**config.mk**
```make
export PLATFORM = sky130hd
export DESIGN_NAME = fetch_sequencer
export DESIGN_NICKNAME = d
export VERILOG_FILES = /design/src/rtl/fetch_sequencer.sv
export SDC_FILE = /design/constraint.sdc
export NUM_CORES = 1
export LEC_CHECK = 0
export CORE_MARGIN = 2
export CORE_UTILIZATION = 48
export CTS_CLUSTER_DIAMETER = 60
export DETAILED_ROUTE_END_ITERATION = 7
export PLACE_DENSITY = 0.89
export RECOVER_POWER = 100
export SLEW_MARGIN = 10
export SYNTH_ARGS = -nofsm -noshare
export SYNTH_HDL_FRONTEND = slang
export SYNTH_SLANG_ARGS = --single-unit
export TNS_END_PERCENT = 50
```
**constraint.sdc**
```tcl
create_clock -name clk -period 3.15 [get_ports clk]
set_input_delay 0.315 -clock clk [delete_from_list [all_inputs] [get_ports clk]]
set_output_delay 0.315 -clock clk [all_outputs]
set_load 0.01 [all_outputs]
```
**src/rtl/fetch_sequencer.sv**
```systemverilog
// T-state sequencer: two fetch steps (address, data) followed by microcode exec steps.
// Define WAIT_STATE_EN to stretch T1 until mem_ready is high.
module fetch_sequencer #(
    parameter int unsigned NSTEPS = 8,
    parameter int unsigned STEPW  = 3
) (
    input  logic             clk,
    input  logic             reset_bar,
    input  logic             halt,
    input  logic             done_bar,
    input  logic             mem_ready,
    output logic [STEPW-1:0] step,
    output logic             pc_out_bar,
    output logic             ar_load_bar,
    output logic             mem_out_bar,
    output logic             ir_load_bar,
    output logic             pc_inc,
    output logic             exec,
    output logic             halted,
    output logic [15:0]      instr_count
);

    typedef enum logic [1:0] {
        PhAddr,
        PhData,
        PhExec
    } phase_e;

    phase_e           phase;
    logic [STEPW-1:0] step_q, step_d;
    logic [15:0]      count_q, count_d;
    logic             data_ok;
    logic             last_step;

`ifdef WAIT_STATE_EN
    assign data_ok = mem_ready;
`else
    logic unused_mem_ready;
    assign unused_mem_ready = mem_ready;
    assign data_ok          = 1'b1;
`endif

    assign last_step = (step_q >= STEPW'(NSTEPS - 1));

    always_comb begin
        phase = PhExec;
        if (step_q == '0) begin
            phase = PhAddr;
        end else if (step_q == STEPW'(1)) begin
            phase = PhData;
        end
    end

    always_comb begin
        step_d  = step_q;
        count_d = count_q;
        unique case (phase)
            PhAddr: begin
                if (!halt) begin
                    step_d = STEPW'(1);
                end
            end
            PhData: begin
                if (data_ok) begin
                    step_d  = STEPW'(2);
                    count_d = count_q + 16'd1;
                end
            end
            PhExec: begin
                // Early end and final-step wrap both return to the fetch address step.
                if (!done_bar || last_step) begin
                    step_d = '0;
                end else begin
                    step_d = step_q + STEPW'(1);
                end
            end
            default: step_d = '0;
        endcase
    end

    always_ff @(posedge clk) begin
        if (!reset_bar) begin
            step_q  <= '0;
            count_q <= '0;
        end else begin
            step_q  <= step_d;
            count_q <= count_d;
        end
    end

    // Strobes are gated by reset so nothing drives the bus while reset is held.
    always_comb begin
        pc_out_bar  = 1'b1;
        ar_load_bar = 1'b1;
        mem_out_bar = 1'b1;
        ir_load_bar = 1'b1;
        pc_inc      = 1'b0;
        exec        = 1'b0;
        halted      = 1'b0;
        if (reset_bar) begin
            unique case (phase)
                PhAddr: begin
                    if (halt) begin
                        halted = 1'b1;
                    end else begin
                        pc_out_bar  = 1'b0;
                        ar_load_bar = 1'b0;
                    end
                end
                PhData: begin
                    mem_out_bar = 1'b0;
                    ir_load_bar = !data_ok;
                    pc_inc      = data_ok;
                end
                PhExec: begin
                    exec = 1'b1;
                end
                default: ;
            endcase
        end
    end

    assign step        = step_q;
    assign instr_count = count_q;

endmodule

```
### Word-level counts from Yosys, hierarchy flattened

Cells that the tools add are included.
Widths: inputs -> output; s select.

* equality and inequality tests: 4
* add/subtract/negate cells: 2
* multiplexer cells: 16
* magnitude comparators: 1
* reduce and logical (&&, ||, !) cells: 4

Operators by type and width (count)
* $add 16x1->16 const B: 1
* $mux 1: 11
* $pmux 3 s3: 1
* $mux 3: 2
* $mux 2: 2
* $add 3x1->3 const B: 1
* $eq 3x1->1 const B: 1
* $ge 3x3->1 const B: 1
* $logic_not 3->1: 1
* $eq 2x1->1 const B: 1
* $eq 2x2->1 const B: 1
* $logic_not 2->1: 1
* $ne 2x2->1 const B: 1
* $logic_not 1->1: 1
* $logic_or 1x1->1: 1

* logic and storage cells: 29
* output and inout port bits: 26
* bits of input ports: 5
* register bits: 19

### Depth between registers and ports, before layout

* depth in word-level cells: 6
* mapped depth: 7
* depth with buffers taken out: 6

### Worst setup path after synthesis

No wires, ideal clock.

* kind: register -> register
* start point: reg step_q[0] (netlist: step[0])
* end point: reg count_q[15] (netlist: instr_count[15])
* path buffers: 1
* setup slack: 0.972 ns
* data arrival time: 2.108 ns
* data required time: 3.080 ns
* stages on the path, launching flop included: 8
* period minus slack after synthesis: 2.178 ns
* library setup time: 0.070 ns
* cells stage by stage: dfxtp_1 > inv_1 > ha_1 > or3b_1 > buf_2 > or2_4 > or4_1 > a21oi_1

* cells in the longest elaborated chain, start to end: 4

Ends and longest elaborated chain
* from (decl): line 30 `logic [STEPW-1:0] step_q, step_d;`
* from (signal assigned): line 86 `step_q <= step_d;`
* $eq 3x1->1: line 49 `end else if (step_q == STEPW'(1)) begin`
* $mux 2: line 49
* $mux 2 (*): line 47 `if (step_q == '0) begin`
* $eq 2x1->1 (*): line 57 `unique case (phase)`
* to (signal assigned): line 87 `count_q <= count_d;`
* to (decl): line 31 `logic [15:0] count_q, count_d;`

Every way passes the cells marked *; elsewhere a longest branch is shown, timed or not.
A chain may end at the register's enable or synchronous reset.

### Worst setup path after layout

* start point: reg step_q[0] (netlist: step[0])
* end point: out pc_inc

* cells in the longest elaborated chain, start to end: 6

Ends and longest elaborated chain
* $eq 3x1->1: line 49
* $mux 2: line 49
* $mux 2 (*): line 47
* $eq 2x1->1 (*): line 101 `unique case (phase)`
* $mux 1 (*): line 101
* $mux 1 (*): line 100 `if (reset_bar) begin`
* to (decl): line 17 `output logic pc_inc,`

Marks and branches as above.

==> impl_metrics.env <==
export IMPL_status="completed"
export IMPL_coreArea_um2=1920
export IMPL_synth_ff_type="dfxtp_1"
export IMPL_synthArstFlopShare_pct=0
export IMPL_crit_arrival_ps=2270
export IMPL_grt_usage_pct=19.7
export IMPL_io_buffers=29
export IMPL_final_common_cell="dlygate4sd3_1"
export IMPL_htree_levels=1
export IMPL_final_min_clock_period_ps=2590
export IMPL_antenna_found_initial=0
export IMPL_fmax_mhz=387
export IMPL_gr_total_overflow=0
export IMPL_postCtsSetupBuffers=0
export IMPL_clkLatencyLatePin_ps=290
export IMPL_end_kind="output port"
export IMPL_hold_buffers=0
export IMPL_nets=151
export IMPL_holdWs_ps=499
export IMPL_rr_endpoint="instr_count[15]"
export IMPL_synth_cell_types=28
export IMPL_syn_inst=114
export IMPL_period_share_pct=82.1
export IMPL_synth_edf_count=0
export IMPL_drtIter0Drc=21
export IMPL_post_cts_resized=0
export IMPL_grt_pass1_vias=827
export IMPL_grt_max_degree=21
export IMPL_synth_fp_nets=124
export IMPL_drt_first_pass_iters=4
export IMPL_hold_viol_final=0
export IMPL_cts_buffers=3
export IMPL_drv_cap=0
export IMPL_antenna_cells=0
export IMPL_cts_max_path_buffers=2
export IMPL_dp_hpwl_mm=1.52
export IMPL_clock_skew_ps=0.878
export IMPL_vias=870
export IMPL_holdCritStartpoint="instr_count[15]"
export IMPL_ys_seq_area_share_pct=39.9
export IMPL_synth_seq_cells=19
export IMPL_die_h_um=48.5
export IMPL_grt_pass1_wl_mm=3.67
export IMPL_die_x_um=48.5
export IMPL_rsz0062_at_grt="false"
export IMPL_crit_required_ps=2830
export IMPL_routed_via_density=5.21
export IMPL_gp_congestion=0.867
export IMPL_synth_top_cell_by_area="dfxtp_1"
export IMPL_fin_tns_setup_ps=0
export IMPL_drt_drc_violations_left=0
export IMPL_num_rows=16
export IMPL_synth_area_leaders="dfxtp_1 40%, ha_1 6.6%, nor2_1 5.5%"
export IMPL_drt_total_wl_mm=2.09
export IMPL_ant_nets=0
export IMPL_crit_path_max_fanout=6
export IMPL_final_cell_mix="26 x dlygate4sd3_1, 19 x dfxtp_1, 14 x nor2_1, 8 x a21oi_1, 7 x nand2_1"
export IMPL_top_level_ports=31
export IMPL_ys_warn_count=0
export IMPL_clk_pin_slew_ps=100
export IMPL_dr_wl_met2_mm=1.08
export IMPL_synth_top_area_share_pct=39.9
export IMPL_drive_gt1_share_pct=2.14
export IMPL_start_util_pct=49.5
export IMPL_synth_avg_cell_area_um2=8.35
export IMPL_ir_drop_v=0.000461
export IMPL_r2r_slack_ps=800
export IMPL_cp_start_kind="flop"
export IMPL_whs_endpoint="instr_count[15]"
export IMPL_leakagePower_uw=0.000530
export IMPL_clock_sinks=19
export IMPL_worstHoldPathCells=2
export IMPL_met3_length_um=116
export IMPL_r2r_start="step[0]"
export IMPL_r2r_cells=6
export IMPL_cts_root_buf="clkbuf_4"
export IMPL_power_density_nw_per_um2=456
export IMPL_hold_path_class="flop to flop"
export IMPL_avgRoutedWirePerCell_um=12.5
export IMPL_area_growth_pct=32.9
export IMPL_routed_top_layer="met4"
export IMPL_wl_met1_um=873
export IMPL_syn_area_um2=952
export IMPL_cts_tree="yes"
export IMPL_worst_pin_slew_ps=582
export IMPL_path_class="flop to output port"
export IMPL_dieArea_um2=2360
export IMPL_setup_violations=0
export IMPL_slew_viol_final=0
export IMPL_relSlewSlack_pct=61.2
==> area by class of cell <==
type	instances	area, um^2
fill	165	657
multi-input combinational	83	515
sequential	19	380
timing repair buffer	29	290
tap	27	33.8
clock buffer	4	26.3
inverter	5	18.8
==> critical path: stages, from the launching register on <==
cell and delay, ps:
dfxtp_1 430, inv_1 90, ha_1 260, nor3b_1 390, nand2_1 140, inv_1 60
dlygate4sd3_1 600
==> power breakdown <==
part           total, uW  internal, uW  leakage (uW)  switching (uW)
registers            273           254      0.000153            18.9
clock network        123          49.3     0.0000150            73.4
logic                181          84.7      0.000361            96.7
==> routing by layer <==
layer,global-route usage (%),vias up
met2,33.8,27
li1,-,442
met1,23.4,399
met3,4.63,2
met4,9.05,0
met5,0,-
==> cell families after synthesis <==
kind of cell    after synthesis  synth area share, %
simple gates                 53                 29.7
flops                        19                 39.9
buf+inv                      12                 5.65
compound gates               14                 8.02
fa+ha+maj                     5                 6.57
xor+xnor                     11                 10.1
==> cell usage after synthesis (2+ instances only) <==
library cell	n
a21oi_1	8
and3_1	4
buf_4	2
clkbuf_1	4
dfxtp_1	19
ha_1	5
inv_1	5
nand2_1	7
nand2b_1	2
nand3_1	5
nand4_1	4
nor2_1	14
nor3_1	5
nor4_1	2
o21ai_0	3
or3_1	4
xnor2_1	6
xor2_1	5
==> flip-flops by register name (all words and copies together) (netlist names) <==
name and count:
instr_count 16, step 3
==> per-stage QoR <==
| stage | util, % | area [um^2] | setup slack [ps] | cells | power (uW) |
|---|---|---|---|---|---|
| final | 65.8 | 1260 | 564 | 167 | 577 |
| after global routing | 65.8 | 1260 | 402 | 167 | 619 |
| after CTS | 66.0 | 1270 | 581 | 167 | 595 |
| after detailed placement | 64.6 | 1240 | 796 | 163 | 469 |
| after global placement | 64.6 | 1240 | 810 | 163 | 460 |
| after floorplan | - | 952 | 972 | 114 | 391 |
==> worst max path at each step <==
| stage | start | endpoint | slack, ps | cells past startpoint |
|---|---|---|---|---|
| floorplan | step[0] | instr_count[15] | 970 | 7 |
| global placement | reset_bar | ar_load_bar | 810 | 4 |
| detailed placement | reset_bar | ar_load_bar | 800 | 4 |
| CTS | step[0] | pc_inc | 580 | 6 |
| global route | step[0] | pc_inc | 400 | 6 |
| finish | step[0] | pc_inc | 560 | 6 |
No activity file was read; power rests on OpenSTA's default activity.
